[src/rtl/encoder_8x3_sync.sv]
// Edge-captured 8-request priority encoder with a valid/ack handshake.
// Requests latch into a pending set; the highest is granted as {x,y,z}, held until ack, then cleared.
module encoder_8x3_sync (
  input  logic       clk,
  input  logic       rst,
  input  logic [7:0] D,
  input  logic       ack,
  output logic       x,
  output logic       y,
  output logic       z,
  output logic       valid,
  output logic [7:0] pending,
  output logic       overrun
);

  typedef enum logic {
    IDLE = 1'b0,
    HOLD = 1'b1
  } state_t;

  state_t     r_state;
  state_t     w_state_nxt;
  logic [7:0] r_d_q;
  logic [7:0] r_pending;
  logic [7:0] w_edge;
  logic [7:0] w_clr;
  logic [7:0] w_pending_nxt;
  logic [2:0] r_code;
  logic [2:0] w_code_nxt;
  logic [2:0] w_top;
  logic       r_overrun;
  logic       w_lost;

  assign w_edge        = D & ~r_d_q;
  assign w_clr         = (r_state == HOLD && ack) ? (8'b1 << r_code) : 8'b0;
  // A new edge wins over a same-cycle clear, so it is only "lost" when no clear was due.
  assign w_pending_nxt = (r_pending & ~w_clr) | w_edge;
  assign w_lost        = |(w_edge & r_pending & ~w_clr);

  always_comb begin
    w_top = 3'd0;
    for (int i = 0; i < 8; i++) begin
      if (r_pending[i]) w_top = 3'(i);
    end
  end

  always_comb begin
    w_state_nxt = r_state;
    w_code_nxt  = r_code;
    case (r_state)
      IDLE: begin
        if (|r_pending) begin
          w_state_nxt = HOLD;
          w_code_nxt  = w_top;
        end
      end
      HOLD: begin
        if (ack) w_state_nxt = IDLE;
      end
      default: w_state_nxt = IDLE;
    endcase
  end

  always_ff @(posedge clk) begin
    if (rst) begin
      r_state   <= IDLE;
      r_code    <= 3'd0;
      r_pending <= 8'd0;
      r_overrun <= 1'b0;
      r_d_q     <= 8'd0;
    end else begin
      r_state   <= w_state_nxt;
      r_code    <= w_code_nxt;
      r_pending <= w_pending_nxt;
      r_overrun <= r_overrun | w_lost;
      r_d_q     <= D;
    end
  end

  assign x       = r_code[2];
  assign y       = r_code[1];
  assign z       = r_code[0];
  assign valid   = (r_state == HOLD);
  assign pending = r_pending;
  assign overrun = r_overrun;

endmodule
[config.mk]
export PLATFORM = sky130hd
export DESIGN_NAME = encoder_8x3_sync
export DESIGN_NICKNAME = d
export VERILOG_FILES = /design/src/rtl/encoder_8x3_sync.sv
export SDC_FILE = /design/constraint.sdc
export NUM_CORES = 1
export LEC_CHECK = 0
export ABC_AREA = 0
export CAP_MARGIN = 25
export CELL_PAD_IN_SITES_DETAIL_PLACEMENT = 1
export CELL_PAD_IN_SITES_GLOBAL_PLACEMENT = 1
export CORE_ASPECT_RATIO = 1.5
export CORE_MARGIN = 8
export CORE_UTILIZATION = 35
export DETAILED_ROUTE_END_ITERATION = 12
export GPL_TIMING_DRIVEN = 1
export PLACE_DENSITY_LB_ADDON = 0.1
export SKIP_CTS_REPAIR_TIMING = 1
export SYNTH_ARGS = -nofsm -noshare
export SYNTH_HDL_FRONTEND = slang
export SYNTH_SLANG_ARGS = --single-unit
[constraint.sdc]
create_clock -name clk -period 4.4 [get_ports clk]
set_clock_uncertainty 0.2 [all_clocks]
set_input_delay 0.88 -clock clk [delete_from_list [all_inputs] [get_ports clk]]
set_output_delay 0.88 -clock clk [all_outputs]
set_load 0.01 [all_outputs]
==> results.yml <==
synth:
  netlist-cell-type-count: 22
  yosysTopAreaCell: "dfxtp_1"
  synth_nets: 100
  synth_edf_count: 0
  synthTopCellsByCount: "21 x dfxtp_1, 10 x a21oi_1, 10 x nor2b_1"
  syn_area_per_cell_sq_um: 9.18
  synth_area_leaders: "dfxtp_1 51%, nor2b_1 7.7%, nand2b_1 6.9%, a21oi_1 6.1%, o21ai_0 4.9%"
  synth_cells: 89
  synth.top_cell.area_share_pct: 51.5
  yosysSeqAreaShare_pct: 51.5
  post_synth_instance_area_sq_um: 817
  synth_most_common_cell: "dfxtp_1"
  yosys_warnings: 0
  ys.flop_type: "dfxtp_1"
  synth_seq_cells: 21
  async_reset_ff_share_pct: 0
power_and_ir_drop:
  total_power_w: 0.000393
  cellPowerDensity_nw_per_um2: 358
  p_leak_nw: 0.401
  peakVddDrop_uv: 188
worst_hold_path:
  holdCritPathClass: "register to register"
  whs_path_depth: 2
layout:
  layout-drive-gt1-share_pct: 5.26
  area_delta_synth_final_pct: 34.1
  final_area_sq_um: 1100
  fin_nets: 126
  diodes: 0
  utilization_pct: 49.1
global_routing:
  overflow: 0
  grt_pass1_wl_um: 3660
  grt_pass1_vias: 818
  track_usage_pct: 10.6
  grt_max_degree: 22
  antenna_found_initial: 0
worst_setup_path:
  crit_type: "register to primary output"
  crit_slowest_cell: "clkdlybuf4s50_1"
  start_kind: "register"
  r2r_slack_ps: 2650
  cp_num_cells: 1
  path_cells: "clkdlybuf4s50_1"
  critPathTopFamily: "buffers and inverters"
  crit_required_ps: 3320
  cp.arrival_ps: 1360
  cpPeakStageDelay_ps: 590
  cp_max_fo: 8
  path_buf_inv: 1
  worst_r2r_path_depth: 4
  end_kind: "primary output"
detailed_routing:
  ant_nets: 0
  vias: 737
  drtIter0Drc: 15
  wl_um: 2110
  via_per_inst: 5.38
  remaining_drc_errors: 0
  dr.pass1.iters: 4
  wl_per_cell_um: 15.4
clocking:
  clk_latency_ps: 300
  cts.htree.levels: 1
  root_buffer: "clkbuf_4"
  cts_max_path_buffers: 2
  cts_tree: "done"
  cts_buffers: 3
  path_clk_slew_ps: 110
  cts.sinks: 21
die:
  core_area_sq_um: 2230
  ios: 24
  initial_core_util_pct: 36.6
  placementRows: 21
  die_y_um: 75.2
  die-area_sq_um: 4170
  die_x_um: 55.5
job:
  maxCapViolCount: 0
sta:
  finalCriticalPeriod_ps: 2440
  hold_violations: 0
  tightest_slew_ps: 751
  setup_viol: 0
  tns_ps: 0
  slew_headroom_pct: 49.7
  finalMaxSlewViolations: 0
  clock.fmax_ghz: 0.410
  min_period_over_period_pct: 55.4
  rsz0062_at_grt: "no"
placement:
  gp_congestion: 0.797
  place_area_sq_um: 1070
  port_buffers: 23
  hpwl_um: 1680
run_status:
  status: "completed"
## sequential cells by signal, summed over array words and instances, names as in the netlist
name     count
valid        1
pending      8
r_code       3
r_d_q        8
overrun      1
## through the flow
stage	hold WS [ps]	worst slack, ps	instances
6_report	333	1960	137
5_1_grt	363	1860	137
4_1_cts	335	1950	137
3_5_place_dp	316	1760	133
3_3_place_gp	300	1790	133
2_1_floorplan	289	2400	89
## power breakdown
part           internal (W)  switching, W
Combinational     0.0000453     0.0000349
Sequential         0.000205     0.0000162
Clock             0.0000339     0.0000572
Total              0.000285      0.000108
## layer usage
metal  part of all wire, %  vias up  GRT usage, %
met5                     0        -             0
met4                  0.81        0          4.40
met3                   6.3        4          3.37
met2                    51       21          18.8
met1                    42      348          11.5
li1                      -      364             -
## final cells by class
cell class,instances,area (sq um)
Tap cell,23,28.8
Clock inverter,1,5.00
Clock buffer,3,22.5
Inverter,2,7.51
Fill cell,271,1140
Multi-Input combinational cell,64,382
Timing Repair Buffer,23,230
Sequential cell,21,420
## cells by family after synthesis
family                 share of synthesized area (%)
DFF                                             51.5
buffers and inverters                           1.84
and+or+nand+nor                                 24.5
AOI/OAI and AO/OA                               22.2
## final timing paths
kind,start,to
worst max-delay path,valid$_SDFF_PP0_,valid
worst min-delay path,r_d_q[2]$_SDFF_PP0_,pending[2]$_SDFF_PP0_
worst max register to register,valid$_SDFF_PP0_,overrun$_SDFF_PP0_
worst min register to register,r_d_q[2]$_SDFF_PP0_,pending[2]$_SDFF_PP0_
## layout by cell type (no fill, tap or decap), drive strengths merged
master / n
nor2: 8
a41oi: 1
or2: 1
nor4: 2
nor2b: 10
clkbuf: 3
a211oi: 1
o22a: 3
o31a: 1
nand2b: 9
a311oi: 2
nand3: 1
a21oi: 10
nand3b: 1
clkinv: 1
inv: 2
o21bai: 1
nand2: 2
o21ai: 8
dfxtp: 21
and2: 1
a221oi: 1
clkdlybuf4s50: 23
or3: 1
Power figures use the tool's default switching activity.
==> RTL change (same flow settings) <==
Register the output `overrun` once more, with the module's reset; this adds one clock of latency there. The other outputs are not delayed to match.
--- a/src/rtl/encoder_8x3_sync.sv
+++ b/src/rtl/encoder_8x3_sync.sv
@@ -84,3 +84,9 @@
   assign pending = r_pending;
-  assign overrun = r_overrun;
+  always_ff @(posedge clk) begin
+    if (rst) begin
+      overrun <= '0;
+    end else begin
+      overrun <= r_overrun;
+    end
+  end
 
Behaviour: not the same (Yosys sat finds a counterexample within 4 cycles, from zero or initial values and one cycle with rst high).
==> RTL change against the unedited design <==
- setup slack got worse by 52 ps
- register-to-register slack improved by 60 ps
- via count increased by 3.5%
- routed wire length increased by 4.4%
- clock power increased by 22%
- fmax decreased by 2.1%
- design area increased by 3.9%
- total power increased by 7.8%
- global-route usage decreased by 0.18 points
- sequential cell count increased by 1
- area after synthesis increased by 4.0%
- cell count increased by 2.2%
- non-clock buffer count unchanged
- critical path type unchanged
- largest cell class unchanged
- highest routed layer unchanged
==> RTL change: results <==
export IMPL_worst_hold_path_num_cells=1
export IMPL_cp_max_fo=7
export IMPL_cp_arrival_ps=1410
export IMPL_multi_input_cells=65
export IMPL_n_fill_cell=290
export IMPL_hold_path_endpoint="overrun"
export IMPL_status="finished clean"
export IMPL_place_hpwl_mm=1.72
export IMPL_clock_buffers=4
export IMPL_synth_compound_area_frac=0.216
export IMPL_via_per_inst=5.45
export IMPL_cts_buffer_depth=2
export IMPL_place_congestion=0.811
export IMPL_p_leak_nw=0.417
export IMPL_p_switching_mw=0.112
export IMPL_grt_max_degree=23
export IMPL_netlist_top_cells_count="22 x dfxtp_1, 11 x nor2b_1, 10 x a21oi_1"
export IMPL_grt_pass1_vias=805
export IMPL_grt_pass1_wl_mm=3.68
export IMPL_multi_input_area_sq_um=394
export IMPL_synth_xor_area_share=0
export IMPL_finalNetCount=128
export IMPL_wirelength_mm=2.20
export IMPL_reg2reg_to="r_overrun"
export IMPL_maxSlewHeadroom=0.487
export IMPL_nonClkBufAreaFrac=0.202
export IMPL_critPathCapture="y"
export IMPL_synth_cell_types=23
export IMPL_place_ws_ps=1790
export IMPL_synth_area_leaders="dfxtp_1 52%, nor2b_1 8.1%, nand2b_1 6.6%"
export IMPL_startpoint="r_code[1]"
export IMPL_layout_drive_gt1_share=0.0603
export IMPL_ys_seq_area_frac=0.518
export IMPL_syn_num_nets=102
export IMPL_r2r_setup_slack_ps=2710
export IMPL_drt_iter0_markers=4
export IMPL_combinationalPower_mw=0.0800
export IMPL_drtPass1Iterations=3
export IMPL_hold_path_startpoint="r_overrun"
-- RTL change: changes by cell type in the layout (fill, tap and decap cells not counted) --
cell / change
or2_1: +1
clkbuf_8: +1
o21ai_0: -1
o31ai_1: +1
nand3b_1: -1
nand3b_2: +1
or3_1: -1
nor2b_1: +1
clkinv_2: -1
dfxtp_1: +1
-- RTL change: worst reg2reg max path, stage by stage, from the launching register on --
cell and delay (ps):
dfxtp_1 480, nand3_1 190, or2_1 290, a221oi_2 250, a41oi_1 130
-- RTL change: through the flow --
stage	util	hold WS, ps	cells	area (sq um)
detailed placement	0.466	301	136	1100
finish	0.481	306	140	1140
global route	0.481	337	140	1140
CTS	0.481	319	140	1140
floorplan	-	258	91	850
global placement	0.466	288	136	1100
-- RTL change: layer usage --
metal  GRT usage  up-vias  routed length [um]
li1            -      373                   -
met1       0.112      367                 927
met3      0.0383        5                 118
met2       0.177       18                1110
met4      0.0435        0                  44
met5           0        -                   0
